$ cat src/rtl/uart_rx_pkg.sv
// uart_rx_pkg: shared state type, prescale constants and frame bit-index helpers for the UART receiver
package uart_rx_pkg;

    typedef enum logic [2:0] {
        ST_IDLE,
        ST_START,
        ST_DATA,
        ST_PARITY,
        ST_STOP
    } uart_rx_state_t;

    localparam int PRESCALE_8  = 8;
    localparam int PRESCALE_16 = 16;
    localparam int PRESCALE_32 = 32;

    localparam int START_IDX = 0;

    // Frame bit index of the parity bit (data bits occupy 1..data_width)
    function automatic int par_idx(input int data_width);
        return data_width + 1;
    endfunction

    // Frame bit index of the stop bit, which shifts by one when parity is present
    function automatic int stp_idx(input int data_width, input logic par_en);
        return data_width + 1 + int'(par_en);
    endfunction

endpackage

$ cat src/rtl/uart_rx_fsm.sv
// uart_rx_fsm: frame sequencer that runs the bit counter and strobes the sampler, deserializer and checkers
module uart_rx_fsm
    import uart_rx_pkg::*;
#(
    parameter int DATA_WIDTH = 8,
    parameter int PRE_W      = 6
) (
    input  logic             clk,
    input  logic             rst,
    input  logic             i_rx_in,
    input  logic [PRE_W-1:0] i_prescale,
    input  logic             i_par_en,
    input  logic             i_par_typ,
    input  logic [PRE_W-1:0] i_edge_cnt,
    input  logic [3:0]       i_bit_cnt,
    input  logic             i_strt_glitch,
    input  logic             i_par_err_in,
    input  logic             i_stp_err_in,
    output logic             o_cnt_en,
    output logic [PRE_W-1:0] o_cnt_prescale,
    output logic             o_par_typ_q,
    output logic             o_dat_samp_en,
    output logic             o_deser_en,
    output logic             o_strt_chk_en,
    output logic             o_par_chk_en,
    output logic             o_stp_chk_en,
    output logic             o_data_valid,
    output logic             o_par_err,
    output logic             o_stp_err,
    output logic             o_busy
);

    localparam logic [PRE_W-1:0] LP_ONE = PRE_W'(1);

    uart_rx_state_t   r_state;
    uart_rx_state_t   w_next;
    logic [PRE_W-1:0] r_cnt_prescale;
    logic             r_par_en;
    logic             r_par_typ;
    logic             r_par_flag;
    logic             r_data_valid;
    logic             r_par_err;
    logic             r_stp_err;
    logic             w_bit_end;
    logic             w_latch;

    assign w_bit_end = (i_edge_cnt == r_cnt_prescale - LP_ONE);
    // A frame starts from IDLE or directly from the stop-bit end of the previous frame
    assign w_latch   = (w_next == ST_START) && (r_state == ST_IDLE || r_state == ST_STOP);

    assign o_busy         = (r_state != ST_IDLE);
    assign o_cnt_en       = o_busy;
    assign o_dat_samp_en  = o_busy;
    assign o_cnt_prescale = r_cnt_prescale;
    assign o_par_typ_q    = r_par_typ;
    assign o_data_valid   = r_data_valid;
    assign o_par_err      = r_par_err;
    assign o_stp_err      = r_stp_err;

    // State register
    always_ff @(posedge clk or negedge rst) begin
        if (!rst) r_state <= ST_IDLE;
        else      r_state <= w_next;
    end

    // Next-state and bit-end strobes, decoded from state and edge count
    always_comb begin
        w_next        = r_state;
        o_strt_chk_en = 1'b0;
        o_deser_en    = 1'b0;
        o_par_chk_en  = 1'b0;
        o_stp_chk_en  = 1'b0;
        case (r_state)
            ST_IDLE:   w_next = i_rx_in ? ST_IDLE : ST_START;
            ST_START: begin
                o_strt_chk_en = w_bit_end;
                if (w_bit_end) w_next = i_strt_glitch ? ST_IDLE : ST_DATA;
            end
            ST_DATA: begin
                o_deser_en = w_bit_end;
                if (w_bit_end && i_bit_cnt == 4'(DATA_WIDTH)) w_next = r_par_en ? ST_PARITY : ST_STOP;
            end
            ST_PARITY: begin
                o_par_chk_en = w_bit_end;
                if (w_bit_end) w_next = ST_STOP;
            end
            ST_STOP: begin
                o_stp_chk_en = w_bit_end;
                if (w_bit_end) w_next = i_rx_in ? ST_IDLE : ST_START;
            end
            default:   w_next = ST_IDLE;
        endcase
    end

    // Frame configuration is captured once per frame so mid-frame input changes are ignored
    always_ff @(posedge clk or negedge rst) begin
        if (!rst) begin
            r_cnt_prescale <= PRE_W'(PRESCALE_8);
            r_par_en       <= 1'b0;
            r_par_typ      <= 1'b0;
        end else if (w_latch) begin
            r_cnt_prescale <= i_prescale;
            r_par_en       <= i_par_en;
            r_par_typ      <= i_par_typ;
        end
    end

    // Parity result is held from the parity bit until the stop bit reports the frame
    always_ff @(posedge clk or negedge rst) begin
        if (!rst)              r_par_flag <= 1'b0;
        else if (w_latch)      r_par_flag <= 1'b0;
        else if (o_par_chk_en) r_par_flag <= i_par_err_in;
    end

    // One registered result pulse per completed frame
    always_ff @(posedge clk or negedge rst) begin
        if (!rst) begin
            r_data_valid <= 1'b0;
            r_par_err    <= 1'b0;
            r_stp_err    <= 1'b0;
        end else begin
            r_data_valid <= o_stp_chk_en && !i_stp_err_in && !r_par_flag;
            r_par_err    <= o_stp_chk_en && r_par_flag;
            r_stp_err    <= o_stp_chk_en && i_stp_err_in;
        end
    end

endmodule

$ cat config.mk
export PLATFORM = sky130hd
export DESIGN_NAME = uart_rx_fsm
export DESIGN_NICKNAME = d
export VERILOG_FILES = /design/src/rtl/uart_rx_pkg.sv /design/src/rtl/uart_rx_fsm.sv
export SDC_FILE = /design/constraint.sdc
export NUM_CORES = 1
export LEC_CHECK = 0
export BUFFER_PORTS_ARGS = -buffer_cell sky130_fd_sc_hd__buf_2
export CORE_UTILIZATION = 45
export DETAILED_ROUTE_END_ITERATION = 10
export PLACE_DENSITY = 0.77
export SKIP_CTS_REPAIR_TIMING = 1
export SYNTH_ARGS = -nofsm -noshare
export SYNTH_HDL_FRONTEND = slang
export SYNTH_SLANG_ARGS = --single-unit
export TNS_END_PERCENT = 10
$ cat constraint.sdc
create_clock -name clk -period 3.2 [get_ports clk]
set_input_delay 0.32 -clock clk [delete_from_list [all_inputs] [get_ports clk]]
set_output_delay 0.32 -clock clk [all_outputs]
set_load 0.005 [all_outputs]
Word-level counts from Yosys, hierarchy flattened
Index checks and enable logic that the tools add are counted.
- $add $sub $neg: 1
- multipliers: 0
- divide/modulo/power cells: 0
- magnitude comparators: 0
- eq/ne operators: 7
- shift-type cells: 0
- multiplexer cells: 14
- bitwise operators: 0
- reductions and logical operators: 12
- operators by type and width (operator ; count):
    $mux W3 ; 5
    $pmux W3 S5 ; 1
    $mux W1 ; 7
    $eq A3 B1 Y1 const B ; 2
    $eq A3 B2 Y1 const B ; 2
    $eq A6 B6 Y1 ; 1
    $logic_and A1 B1 Y1 ; 6
    $sub A6 B1 Y6 const B ; 1
    $eq A4 B4 Y1 const B ; 1
    $eq A3 B3 Y1 const B ; 1
    $logic_not A3 Y1 ; 1
    $reduce_bool A3 Y1 ; 1
    $logic_not A1 Y1 ; 2
    $mux W2 ; 1
    $reduce_bool A2 Y1 ; 1
    $logic_or A1 B1 Y1 ; 1
- register bits: 15
- bits in latches: 0
- memory bits (writable): 0
- ROM bits: 0
- bits of input ports: 24
- output and inout port bits: 17
- logic and storage cells: 42
- memories: 0

Depth between registers and ports, before layout
- word-level depth: 8
- mapped depth: 7
- depth with buffers taken out: 7

Least setup slack after synthesis
Ideal clock, no wire load.
- kind: register to output
- start point: reg r_cnt_prescale[0], in the netlist o_cnt_prescale[0]
- end point: out o_deser_en
- arrival: 2.072 ns
- required time: 2.880 ns
- setup slack: 0.808 ns
- cell stages (with the launch flop): 6
- path buffers: 0
- cells stage by stage: dfrtp_1 -> or4_1 -> or3_4 -> a211oi_2 -> nand2_2 -> nor3b_1
- word-level cells in the longest chain between the ends: 3
- RTL lines (item ; RTL line ; RTL):
    start, declared ; uart_rx_fsm.sv:37 ; logic [PRE_W-1:0] r_cnt_prescale;
    start signal, assigned ; uart_rx_fsm.sv:98 ; r_cnt_prescale <= PRE_W'(PRESCALE_8);
    start signal, assigned ; uart_rx_fsm.sv:102 ; r_cnt_prescale <= i_prescale;
    $sub A6 B1 Y6 ; uart_rx_fsm.sv:47 ; assign w_bit_end = (i_edge_cnt == r_cnt_prescale - LP_ONE);
    $eq A6 B6 Y1 ; uart_rx_fsm.sv:47 ;
    $mux W1 ; uart_rx_fsm.sv:73 ; case (r_state)
    end, declared ; uart_rx_fsm.sv:23 ; output logic o_deser_en,
Every way passes these cells.

Worst setup path after layout
Same ends and word-level chain as after synthesis.

==> impl_metrics.yaml <==
outcome:
  status: "finished, final reports clean"
detailed_routing:
  via_count: 790
  ant_nets: 0
  detail_route.wl_per_cell_um: 12.05
  via_per_inst: 5.197
  remaining_drc_errors: 0
  wirelength_um: 1832
  drt-initial-drc-count: 8
  dr.pass1.iters: 2
cells_and_area:
  multi_input_area_um2: 475.5
  layout-drive-gt1-share_pct: 48.03
  fillers: 155
  syn_to_final_growth_pct: 28.53
  final_core_util_pct: 63.86
  fin_nets: 153
  regArea_um2: 376.6
  n_antenna_cell: 0
logic_synthesis:
  synth.most_common_cell: "dfrtp_1"
  synth_warnings: 0
  ys_seq_area_share_pct: 42.51
  synthTopCellsByArea: "dfrtp_1 40%, mux2_2 10%, xnor2_1 4.0%"
  syn_area_um2: 885.9
  synth_top_family_by_area: "simple AND/OR/NAND/NOR gates"
  synth_mux_area_share_pct: 10.17
  ys_types: 41
  synth-edff-count: 0
  ys_ff_latch: 15
  syn_inst: 84
  synth_top_area_share_pct: 39.55
  synth_common_cells: "14 x dfrtp_1, 8 x mux2_2, 5 x inv_1, 5 x nor3_1"
  synth_simple_gate_area_share_pct: 19.92
  synth_xor_xnor_area_share_pct: 6.921
  async_flop_share_pct: 100.0
  yosysTopAreaCell: "dfrtp_1"
  ys.flop_type: "dfrtp_1"
  syn_avg_cell_area_um2: 10.55
  syn_nets: 109
  synth_compound_area_share_pct: 15.25
  synth_fa_ha_area_share_pct: 1.412
power:
  p_leak_nw: 0.5418
  power_uw: 906.3
  powerDensity_mw_per_mm2: 796.0
  peakVddDrop_uv: 443.8
floorplanning:
  core_area_mm2: 0.001783
  fp-row-count: 15
  die_h_um: 46.37
  ios: 41
  fp.dieArea_mm2: 0.002150
  initial_core_util_pct: 49.68
  dieWidth_um: 46.37
worst_setup_path:
  slowest_delay_ns: 0.54
  crit_family: "simple AND/OR/NAND/NOR gates"
  required_ns: 2.88
  crit_path_end_kind: "primary output"
  cp_slowest_cell: "or4_1"
  critical_path_class: "flop to primary output"
  crit_fanout: 8
  cp-start-kind: "flop"
  cp_data_arrival_time_ns: 2.65
  cp_num_buf_inv: 1
  path_cells: "or4_1, or3_4, a211oi_2, nand2_2, nor3b_1, buf_2"
global_routing:
  grt_pass1_vias: 738
  grt_pass1_wl_um: 2967
  antenna_found_initial: 0
  grt_start_max_net_pins: 16
  grt_util_all_layers_pct: 19.63
  overflow: 0
sta:
  relSlewSlack_pct: 66.88
  rsz0062_at_grt: "no"
  max_slew.worst_pin.slew_ns: 0.4959
  fin_skew_ns: 0.001998
  fmax_mhz: 337.1
  timing.hold.ws_ns: 0.2056
  fin_crit_ns: 2.966
  fin_crit_sh_pct: 92.70
  slew_violations: 0
  setup_violations: 0
  setup_ws_ns: 0.2337
  setup-tns-final_ns: 0
  hold_violations: 0
cts:
  cts.clk_slew.worst_paths_ns: 0.09
  cts-root-buf: "clkbuf_4"
  cts_max_level: 1
  clk_latency_ns: 0.29
  clock_sinks: 15
  clockBufferDepth: 2
  cts_tree: "yes"
  cts_made_buffers: 3
placement:
  place_ws_ns: 0.5649
  gp_congestion: 0.8067
  port_buffers: 40
worst_hold_path:
  min_path_type: "input pin to flop"
job:
  drv_cap: 0
==> stage by stage <==
stage | area [um2] | cells
after floorplan | 885.9 | 84
after global placement | 1102 | 147
after detailed placement | 1102 | 147
after CTS | 1129 | 151
after global routing | 1139 | 152
final | 1139 | 152
==> final cells by class <==
class | instances | share of cell area, %
Timing Repair Buffer | 41 | 18.46
Sequential cell | 15 | 33.08
Multi-Input combinational cell | 62 | 41.76
Inverter | 5 | 1.648
Clock buffer | 4 | 2.308
Tap cell | 25 | 2.747
==> final timing paths <==
| check | start | endpoint | slack [ns] | cells after the start |
|---|---|---|---|---|
| min reg2reg | r_par_flag$_DFFE_PN0P_ | o_data_valid$_DFF_PN0_ | 0.44 | 1 |
| max reg2reg | o_cnt_prescale[0]$_DFFE_PN0P_ | r_state[0]$_DFF_PN0_ | 0.81 | 5 |
| max in group asynchronous | rst | o_cnt_prescale[3]$_DFFE_PN1P_ | 2.45 | 2 |
| min | i_stp_err_in | o_data_valid$_DFF_PN0_ | 0.21 | 2 |
| min in group asynchronous | rst | o_cnt_prescale[1]$_DFFE_PN0P_ | 0.45 | 2 |
| max | o_cnt_prescale[0]$_DFFE_PN0P_ | o_deser_en | 0.23 | 6 |
==> routing by layer <==
| layer | wire [um] | global-route usage (%) |
|---|---|---|
| met1 | 834 | 23.53 |
| met2 | 889 | 33.06 |
| met3 | 90 | 3.529 |
| met4 | 17 | 10.00 |
| met5 | 0 | 0 |
==> cell usage in the layout, fill, tap and decap left out, types with 2 or more instances in the layout <==
cell type  instances
inv_1              5
nand2_1            3
dfrtp_1           14
a21boi_0           2
and2_1             2
nor3_1             5
xor2_1             3
xnor2_1            4
clkbuf_4           3
nand2b_1           2
nor2_1             4
buf_2             40
nand4_1            2
mux2_2             8
==> sequential cells by signal, indices dropped and copies added, names as in the netlist <==
register and cells:
r_state 3, r_par_en 1, r_par_flag 1, o_stp_err 1
o_par_err 1, o_cnt_prescale 6, o_data_valid 1, o_par_typ_q 1
==> logic make-up (layout without fill, tap and decap cells) <==
group	count (synthesis)	in the layout
simple gates	30	30
compound gates	16	16
flops	15	15
mux	8	8
xor+xnor	7	7
buf+inv	7	50
fa+ha+maj	1	1
==> report_power, final <==
group / switching (mW) / leakage (nW) / internal [mW]
clock network: 0.0612 / 0.0150 / 0.0485
registers: 0.0844 / 0.187 / 0.261
logic: 0.226 / 0.340 / 0.225
No activity file was read; power rests on OpenSTA's default activity.
